$ cat src/rtl/host_descriptor_arbiter_mc.sv
// host_descriptor_arbiter_mc
// Collects {tsntag, bufid} descriptors from CH_NUM sources. Each source has its
// own FIFO. A three-state arbiter (IDLE -> LOAD -> OUT) forwards one descriptor
// at a time to frame inverse mapping. Arbitration is round-robin or strict
// priority, selected at run time.
//
// Ports:
//   i_clk, i_rst          clock; synchronous active-high reset
//   iv_tsntag, iv_bufid   per-channel descriptor fields, channel c at slice c
//   iv_descriptor_wr      per-channel write strobe
//   ov_descriptor_ack     per-channel ack, one cycle after each strobe
//   ov_discard_pulse      per-channel drop flag, one cycle after a strobe to a full FIFO
//   ov_fifo_usedw         per-channel occupancy (FIFO_AW+1 bits each)
//   i_arb_mode            0 = round-robin, 1 = strict priority (ch0 highest)
//   i_descriptor_ready    downstream can take a descriptor (sampled in IDLE)
//   ov_descriptor         forwarded {tsntag, bufid}
//   ov_src_ch             source channel of ov_descriptor
//   o_descriptor_wr       one-cycle output strobe
//   arb_state             FSM state for debug (IDLE=0, LOAD=1, OUT=2)
module host_descriptor_arbiter_mc #(
    parameter int CH_NUM     = 2,
    parameter int CH_ID_W    = 1,
    parameter int TAG_W      = 48,
    parameter int BUFID_W    = 9,
    parameter int FIFO_DEPTH = 16,
    parameter int FIFO_AW    = 4
) (
    input  logic                               i_clk,
    input  logic                               i_rst,
    input  logic [CH_NUM*TAG_W-1:0]            iv_tsntag,
    input  logic [CH_NUM*BUFID_W-1:0]          iv_bufid,
    input  logic [CH_NUM-1:0]                  iv_descriptor_wr,
    output logic [CH_NUM-1:0]                  ov_descriptor_ack,
    input  logic                               i_arb_mode,
    output logic [TAG_W+BUFID_W-1:0]           ov_descriptor,
    output logic [CH_ID_W-1:0]                 ov_src_ch,
    output logic                               o_descriptor_wr,
    input  logic                               i_descriptor_ready,
    output logic [CH_NUM-1:0]                  ov_discard_pulse,
    output logic [CH_NUM*(FIFO_AW+1)-1:0]      ov_fifo_usedw,
    output logic [1:0]                         arb_state
);

    localparam int DESC_W = TAG_W + BUFID_W;
    localparam int UW     = FIFO_AW + 1;

    typedef enum logic [1:0] {
        ST_IDLE = 2'd0,
        ST_LOAD = 2'd1,
        ST_OUT  = 2'd2
    } state_e;

    state_e                state_q, state_d;
    logic [CH_ID_W-1:0]    rr_ptr_q, rr_ptr_d;
    logic [CH_ID_W-1:0]    src_ch_q, src_ch_d;
    logic [DESC_W-1:0]     desc_q, desc_d;
    logic                  desc_wr_q, desc_wr_d;
    logic [CH_NUM-1:0]     ack_q, ack_d;
    logic [CH_NUM-1:0]     discard_q, discard_d;
    logic [UW-1:0]         usedw_q [CH_NUM];
    logic [UW-1:0]         usedw_d [CH_NUM];
    logic [FIFO_AW-1:0]    wr_ptr_q [CH_NUM];
    logic [FIFO_AW-1:0]    wr_ptr_d [CH_NUM];
    logic [FIFO_AW-1:0]    rd_ptr_q [CH_NUM];
    logic [FIFO_AW-1:0]    rd_ptr_d [CH_NUM];
    logic [DESC_W-1:0]     mem_q [CH_NUM][FIFO_DEPTH];

    logic [CH_NUM-1:0]     nonempty;
    logic [CH_NUM-1:0]     wr_ok;
    logic [CH_NUM-1:0]     pop;
    logic                  any_req;
    logic [CH_ID_W-1:0]    rr_grant, strict_grant, grant;
    logic [DESC_W-1:0]     popped_head;

    // Grant selection. Round-robin prefers the lowest non-empty channel above
    // the pointer, and otherwise wraps to the lowest non-empty channel at or
    // below it. Descending loops let the lowest index win.
    always_comb begin
        logic              found_hi;
        logic [CH_ID_W-1:0] g_hi, g_lo;
        // NOTE: every always_comb output gets a default first, so no path can infer a latch.
        found_hi     = 1'b0;
        g_hi         = '0;
        g_lo         = '0;
        strict_grant = '0;
        for (int c = CH_NUM - 1; c >= 0; c--) begin
            nonempty[c] = (usedw_q[c] != '0);
            if (nonempty[c]) begin
                strict_grant = CH_ID_W'(c);
                if (CH_ID_W'(c) > rr_ptr_q) begin
                    found_hi = 1'b1;
                    g_hi     = CH_ID_W'(c);
                end else begin
                    g_lo = CH_ID_W'(c);
                end
            end
        end
        any_req  = |nonempty;
        rr_grant = found_hi ? g_hi : g_lo;
        grant    = i_arb_mode ? strict_grant : rr_grant;
    end

    // The head was popped at the IDLE edge, so in LOAD it sits one slot
    // behind the channel's read pointer.
    assign popped_head = mem_q[src_ch_q][rd_ptr_q[src_ch_q] - FIFO_AW'(1)];

    always_comb begin
        state_d   = state_q;
        rr_ptr_d  = rr_ptr_q;
        src_ch_d  = src_ch_q;
        desc_d    = desc_q;
        desc_wr_d = 1'b0;
        pop       = '0;

        case (state_q)
            ST_IDLE: begin
                if (i_descriptor_ready && any_req) begin
                    pop      = CH_NUM'(1) << grant;
                    src_ch_d = grant;
                    rr_ptr_d = grant;
                    state_d  = ST_LOAD;
                end
            end
            ST_LOAD: begin
                desc_d    = popped_head;
                desc_wr_d = 1'b1;
                state_d   = ST_OUT;
            end
            ST_OUT:  state_d = ST_IDLE;
            default: state_d = ST_IDLE;
        endcase

        // Full is judged on start-of-cycle occupancy, so a same-cycle pop
        // does not make room for a write.
        for (int c = 0; c < CH_NUM; c++) begin
            wr_ok[c]    = iv_descriptor_wr[c] && (usedw_q[c] != UW'(FIFO_DEPTH));
            wr_ptr_d[c] = wr_ptr_q[c] + FIFO_AW'(wr_ok[c]);
            rd_ptr_d[c] = rd_ptr_q[c] + FIFO_AW'(pop[c]);
            usedw_d[c]  = usedw_q[c] + UW'(wr_ok[c]) - UW'(pop[c]);
        end
        ack_d     = iv_descriptor_wr;
        discard_d = iv_descriptor_wr & ~wr_ok;
    end

    // NOTE: sequential state uses non-blocking assignments so every flop samples pre-edge values.
    always_ff @(posedge i_clk) begin
        if (i_rst) begin
            state_q   <= ST_IDLE;
            rr_ptr_q  <= CH_ID_W'(CH_NUM - 1);
            src_ch_q  <= '0;
            desc_q    <= '0;
            desc_wr_q <= 1'b0;
            ack_q     <= '0;
            discard_q <= '0;
            usedw_q   <= '{default: '0};
            wr_ptr_q  <= '{default: '0};
            rd_ptr_q  <= '{default: '0};
        end else begin
            state_q   <= state_d;
            rr_ptr_q  <= rr_ptr_d;
            src_ch_q  <= src_ch_d;
            desc_q    <= desc_d;
            desc_wr_q <= desc_wr_d;
            ack_q     <= ack_d;
            discard_q <= discard_d;
            usedw_q   <= usedw_d;
            wr_ptr_q  <= wr_ptr_d;
            rd_ptr_q  <= rd_ptr_d;
        end
    end

    // NOTE: FIFO storage has no reset; only entries covered by usedw are ever read.
    always_ff @(posedge i_clk) begin
        for (int c = 0; c < CH_NUM; c++) begin
            if (wr_ok[c]) begin
                mem_q[c][wr_ptr_q[c]] <= {iv_tsntag[c*TAG_W +: TAG_W], iv_bufid[c*BUFID_W +: BUFID_W]};
            end
        end
    end

    always_comb begin
        for (int c = 0; c < CH_NUM; c++) begin
            ov_fifo_usedw[c*UW +: UW] = usedw_q[c];
        end
    end

    assign ov_descriptor_ack = ack_q;
    assign ov_discard_pulse  = discard_q;
    assign ov_descriptor     = desc_q;
    assign ov_src_ch         = src_ch_q;
    assign o_descriptor_wr   = desc_wr_q;
    assign arb_state         = state_q;

endmodule

$ cat config.mk
export PLATFORM = sky130hd
export DESIGN_NAME = host_descriptor_arbiter_mc
export DESIGN_NICKNAME = d
export VERILOG_FILES = /design/src/rtl/host_descriptor_arbiter_mc.sv
export SDC_FILE = /design/constraint.sdc
export NUM_CORES = 2
export LEC_CHECK = 0
export BUFFER_PORTS_ARGS = -buffer_cell sky130_fd_sc_hd__buf_4
export CELL_PAD_IN_SITES_DETAIL_PLACEMENT = 1
export CELL_PAD_IN_SITES_GLOBAL_PLACEMENT = 1
export CORE_ASPECT_RATIO = 1.5
export CORE_UTILIZATION = 58
export DETAILED_ROUTE_END_ITERATION = 12
export PLACE_DENSITY = 0.91
export SLEW_MARGIN = 25
export SYNTH_ARGS = -nofsm -noshare
export SYNTH_HDL_FRONTEND = slang
export SYNTH_SLANG_ARGS = --single-unit
$ cat constraint.sdc
create_clock -name i_clk -period 11.6 [get_ports i_clk]
set_input_delay 2.32 -clock i_clk [delete_from_list [all_inputs] [get_ports i_clk]]
set_output_delay 2.32 -clock i_clk [all_outputs]
set_load 0.005 [all_outputs]
; ---- Word-level counts from Yosys, hierarchy flattened
; Memory sizes are Yosys's and may differ from the RTL's. A register that Yosys moved wholly into a read port is not among the register bits.
; Cells that the tools add are included.
[totals]
ff_bits = 92
ram_bits = 1824
output_inout_bits = 75
word_cells = 87
memories = 1
[op_classes]
addsub = 9
magnitude_cmp = 8
eq_ne = 4
shifts = 1
mux = 35
n_bitwise = 6
n_reduce_logical = 10
[memory_table]
columns = memory, depth, width, rd, rd_clocked_by_memory_dff, write_ports, line
row1 = mem_q, 2, 912, 1, 1, 2, 66  ; logic [DESC_W-1:0] mem_q [CH_NUM][FIFO_DEPTH];
[ops]
columns = operator, n
row1 = $mux 912, 2
row2 = $demux 57 s4, 2
row3 = $bmux 57 s4, 1
row4 = $mux 57, 4
row5 = $mux 1, 19
row6 = $add 4x1->4, 4
row7 = $ge 5x5->1 const B, 3
row8 = $not 4->5, 3
row9 = $mux 4, 3
row10 = $add 5x1->5, 2
row11 = $lt 5x1->1 const B, 2
row12 = $ne 5x5->1 const B, 2
row13 = $reduce_bool 5->1, 2
row14 = $sub 5x1->5, 2
row15 = $mux 2, 3
row16 = $logic_and 1x1->1, 5
row17 = $pmux 2 s2, 1
row18 = $sub 4x1->4 const B, 1
row19 = $and 2x2->2, 1
row20 = $eq 2x1->1 const B, 1
row21 = $ge 2x2->1 const B, 1
row22 = $gt 1x1->1 const A, 2
row23 = $logic_not 2->1, 1
row24 = $ne 2x2->1 const B, 1
row25 = 5 further kinds, 5

; ---- Depth between registers and ports, before layout
[logic_depth]
depth_word = 11
depth_mapped = 17
ltp_nobuf = 17

; ---- Worst setup path before layout
; OpenSTA, ideal clock, no wires.
[synth_path]
path_kind = input to register
from = input iv_descriptor_wr[0]
to = memory mem_q[0][855] in the netlist's numbering (enable)
setup_time_ps = 542
arrival_ps = 6668
t_required_ps = 11058
path_slack_ps = 4390
path_stages = 3
n_path_buf = 0
cell_sequence = nand2_1 -> or3_1 -> nor3_1
[synth_lines]
columns = element, line
row1 = from (decl), 32  ; input logic [CH_NUM-1:0] iv_descriptor_wr,
row2 = to (decl), 66

; ---- Worst setup path in the final report
[layout_path]
from = register src_ch_q, in the netlist ov_src_ch
to = register desc_q[7], in the netlist ov_descriptor[7]
[layout_via]
elab_chain_cells = 9
[layout_rtl]
columns = element, line
row1 = from (decl), 55  ; logic [CH_ID_W-1:0] src_ch_q, src_ch_d;
row2 = from (signal assigned), 161  ; src_ch_q <= src_ch_d;
row3 = $not 1->2 (not written as such), 105  ; assign popped_head = mem_q[src_ch_q][rd_ptr_q[src_ch_q] - FIFO_AW'(1)];
row4 = $mux 4 (not written as such) (3 in series), 105
row5 = $sub 4x1->4, 105
row6 = $not 4->5 (not written as such), 105
row7 = $bmux 57 s4, 105
row8 = $mux 57 (not written as such) (2 in series), 105
row9 = to (signal assigned), 162  ; desc_q <= desc_d;
row10 = to (decl), 56  ; logic [DESC_W-1:0] desc_q, desc_d;
; No other way between the ends. The select of a mux whose other input is x is not followed.
; A chain may end at the register's enable or synchronous reset.

==> qor.tcl <==
set qor(proportion_of_power_drawn_by_combinational_gates_pct) 25.5
set qor(num_vias) 49000
set qor(yosys-top-cells-area) {edfxtp_1 74%, mux4_2 5.3%, mux2i_1 3.0%}
set qor(cpMaxStageDelayCell) {buf_4}
set qor(crit_path_cell_chain) {mux2_8 -> clkinv_8 -> ha_4 -> buf_4 -> buf_4 -> nor2_4 -> buf_4 -> nand3_1 -> nand3_1 -> o211ai_1}
set qor(finalMaxSlewViolations) 0
set qor(holdBufCountCts) 0
set qor(worst-slew-pin-transition_ns) 1.31
set qor(avg_vias_per_cell) 7.84
set qor(power.share.switching_pct) 33.1
set qor(tritoncts) {done}
set qor(grt_use_total_pct) 41.7
set qor(cp.arrival_ns) 7.43
set qor(fmax_ghz) 0.150
set qor(min_from) {rr_ptr_q$_SDFFE_PP1P_}
set qor(number_of_flops_mapped_to_enable_cells_by_yosys) 1824
set qor(dieHeight_um) 441
set qor(h-tree-depth) 4
set qor(synth_warnings) 0
set qor(crit_type) {flop to flop}
set qor(netlist.top_cell.by_area) {edfxtp_1}
set qor(synth-seq-cells) 1917
set qor(grt_pass1_vias) 49900
set qor(hold_viol) 0
set qor(antenna_violating_nets_post_route) 0
set qor(synth_top_cell_area_share_pct) 73.7
set qor(initial_utilization_pct) 58.6
set qor(synthToLayoutAreaGrowth_pct) 12.6
set qor(dieWidth_um) 294
set qor(global_placement_routability_congestion) 0.801
set qor(clock_buffers_created_by_tritoncts) 169
set qor(routed_wire_length_per_instance_um) 46.3
set qor(seq_area_frac_synth_pct) 76.2
set qor(slowest_delay_ns) 0.98
set qor(grt_pass1_wl_mm) 376
set qor(clkSinkCount) 1917
set qor(leakagePower_nw) 26.9
set qor(detailedPlace.worstSlack_ns) 5.49
set qor(coreArea_mm2) 0.127
set qor(antenna_found_initial) 29
set qor(number_of_buffers_on_the_longest_clock_path) 3
set qor(clock-skew-final_ns) 0.0390
set qor(netlist-cell-type-count) 48
set qor(rr_startpoint) {ov_src_ch$_SDFFE_PP0P_}
set qor(fin_setup_tns_ns) 0
set qor(number_of_resized_instances_in_the_post_cts_repair_step) 0
set qor(critPathLaunch) {ov_src_ch$_SDFFE_PP0P_}
set qor(slew_headroom_pct) 12.4
set qor(grt_setup_unrepaired) {no}
set qor(hpwlAfterDp_mm) 128
set qor(power_frac_clock_pct) 32.7
set qor(crit_fanout) 112
set qor(detail_route.first_pass.iterations) 8
set qor(timing.final.crit_share_pct) 57.6
set qor(cts_root_buf) {clkbuf_16}
set qor(design.portCount) 195
set qor(synthesis.area_mm2) 0.0744
set qor(final_cell_mix) {1824 x edfxtp_1, 406 x nand2_1, 281 x buf_4}
set qor(die_area_mm2) 0.130
set qor(layout_min_cycle_time_ns) 6.68
set qor(postSynthNetCount) 4354
set qor(timing.final.ws_setup_ns) 4.92
set qor(port_buffers) 194
set qor(filler_cell_count) 10500
set qor(outcome) {finished clean}
set qor(first_iter_violations) 10100
set qor(cts.repair_timing.setup_buffer_count) 0
set qor(cp-start-kind) {flop}
set qor(setup-violations-final) 0
set qor(mapped_cells) 4211
set qor(timing.critical_path.max_delay_family) {buffers and inverters}
set qor(p_int_mw) 13.0
set qor(finish.net_count) 4526
set qor(syn_area_per_cell_um2) 17.7
set qor(post_route_cells_drive_above_1_share_pct) 20.8
set qor(grt_max_degree) 172
set qor(vdd_drop_max_mv) 0.254
set qor(layout_commonest_cell) {edfxtp_1}
set qor(critical_path.most_common_cell) {buf_4}
set qor(total_drc_errors_in_the_routed_layout) 0
set qor(crit_buf_inv) 4
set qor(gr-total-overflow) 0
set qor(wirelength_mm) 290
set qor(p_seq_share_pct) 41.8
set qor(cp.required_ns) 12.35
set qor(clkSlewWorstSetupHoldPaths_ns) 0.08
set qor(switching_power_mw) 6.42
set qor(synth_flop_cell) {edfxtp_1}
set qor(placementRows) 160
set qor(critical_path.endpoint_type) {flop}
set qor(clk_latency_ns) 0.86
set qor(ys_async_sr_fraction_pct) 0
set qor(power_density_mw_per_mm2) 232
set qor(hold_path.class) {flop to flop}
set qor(drv_cap) 0
## cells by family (layout without fill, tap and decap cells)
| family | Yosys count | in the layout | share of synthesized area, % |
|---|---|---|---|
| compound gates | 582 | 582 | 6.21 |
| xor+xnor | 15 | 15 | 0.177 |
| fa+ha+maj | 23 | 23 | 0.407 |
| buf+inv | 309 | 626 | 1.89 |
| flops | 1917 | 1917 | 76.2 |
| mux | 517 | 517 | 10.1 |
| other cells | 0 | 29 | 0 |
| simple gates | 848 | 848 | 5.03 |
## metrics by stage
step | area (µm²) | hold slack, ns | power (mW) | std cells | utilization (%)
2_1_floorplan | 74400 | 0.432 | 11.0 | 4211 | -
4_1_cts | 83600 | 0.483 | 18.9 | 6229 | 65.9
3_5_place_dp | 77800 | 0.465 | 12.6 | 5913 | 61.3
3_3_place_gp | 77700 | 0.448 | 12.2 | 5911 | 61.2
5_1_grt | 83700 | 0.519 | 19.5 | 6253 | 65.9
6_report | 83700 | 0.476 | 19.4 | 6258 | 66.0
## per-layer routing
layer / part of all wire, % / track usage, % / vias to the layer above
met5: 0.029 / 0 / -
met4: 9.9 / 32.2 / 14
met3: 15 / 11.0 / 1817
met2: 45 / 64.3 / 6117
met1: 30 / 50.4 / 23800
li1: - / - / 17300
## cell type report
type / count / area, µm² / area share [%]
sequential: 1917 / 56600 / 67.7
tap: 1701 / 2130 / 2.54
timing repair buffer: 288 / 2260 / 2.70
multi-input combinational: 1985 / 16700 / 19.9
antenna: 29 / 72.6 / 0.0867
inverter: 22 / 95.1 / 0.114
clock inverter: 89 / 1110 / 1.32
clock buffer: 227 / 4760 / 5.68
## state kept, by name (all words and copies together), names as in the netlist, named ones only
name	cells
arb_state	2
ov_src_ch	1
o_descriptor_wr	1
ov_descriptor_ack	2
wr_ptr_q	8
ov_descriptor	57
mem_q	1824
rr_ptr_q	1
ov_fifo_usedw	10
ov_discard_pulse	2
rd_ptr_q	8
## power by group through the flow
| stage | combinational, mW | sequential, mW | clock [mW] |
|---|---|---|---|
| 2_1_floorplan | 2.91 | 8.12 | 0 |
| 3_3_place_gp | 4.06 | 8.18 | 0 |
| 3_5_place_dp | 4.39 | 8.21 | 0 |
| 4_1_cts | 4.66 | 8.07 | 6.14 |
| 5_1_grt | 4.97 | 8.10 | 6.47 |
| 6_report | 4.94 | 8.09 | 6.35 |
## path summary, 6_finish.rpt
path | slack, ns | cells after the start | endpoint
worst min-delay path | 0.48 | 2 | rr_ptr_q$_SDFFE_PP1P_
worst min register to register | 0.48 | 2 | rr_ptr_q$_SDFFE_PP1P_
worst max register to register | 4.92 | 10 | ov_descriptor[7]$_SDFFE_PP0P_
worst max-delay path | 4.92 | 10 | ov_descriptor[7]$_SDFFE_PP0P_
## cell usage after synthesis (all sizes together), types with 2 or more instances
| library cell | number |
|---|---|
| a211o | 112 |
| a21o | 3 |
| a21oi | 10 |
| a221oi | 56 |
| a32oi | 168 |
| and2 | 2 |
| buf | 137 |
| clkbuf | 150 |
| dfxtp | 93 |
| edfxtp | 1824 |
| fa | 2 |
| ha | 21 |
| inv | 22 |
| mux2 | 115 |
| mux2i | 226 |
| mux4 | 176 |
| nand2 | 409 |
| nand2b | 5 |
| nand3 | 119 |
| nand4bb | 2 |
| nor2 | 106 |
| nor2b | 16 |
| nor3 | 120 |
| o211ai | 56 |
| o21ai | 60 |
| o221ai | 56 |
| o22ai | 56 |
| or2 | 56 |
| or3 | 5 |
| or4b | 2 |
| xnor2 | 6 |
| xor2 | 9 |
## worst reg2reg max path, stage by stage (launching register included)
cell	delay [ns]
dfxtp_1	0.58
mux2_8	0.69
clkinv_8	0.76
ha_4	1.04
buf_4	0.84
buf_4	1.03
nor2_4	0.39
buf_4	0.50
nand3_1	0.31
nand3_1	0.21
o211ai_1	0.25
Note: power is estimated with default switching activity, not from simulation.
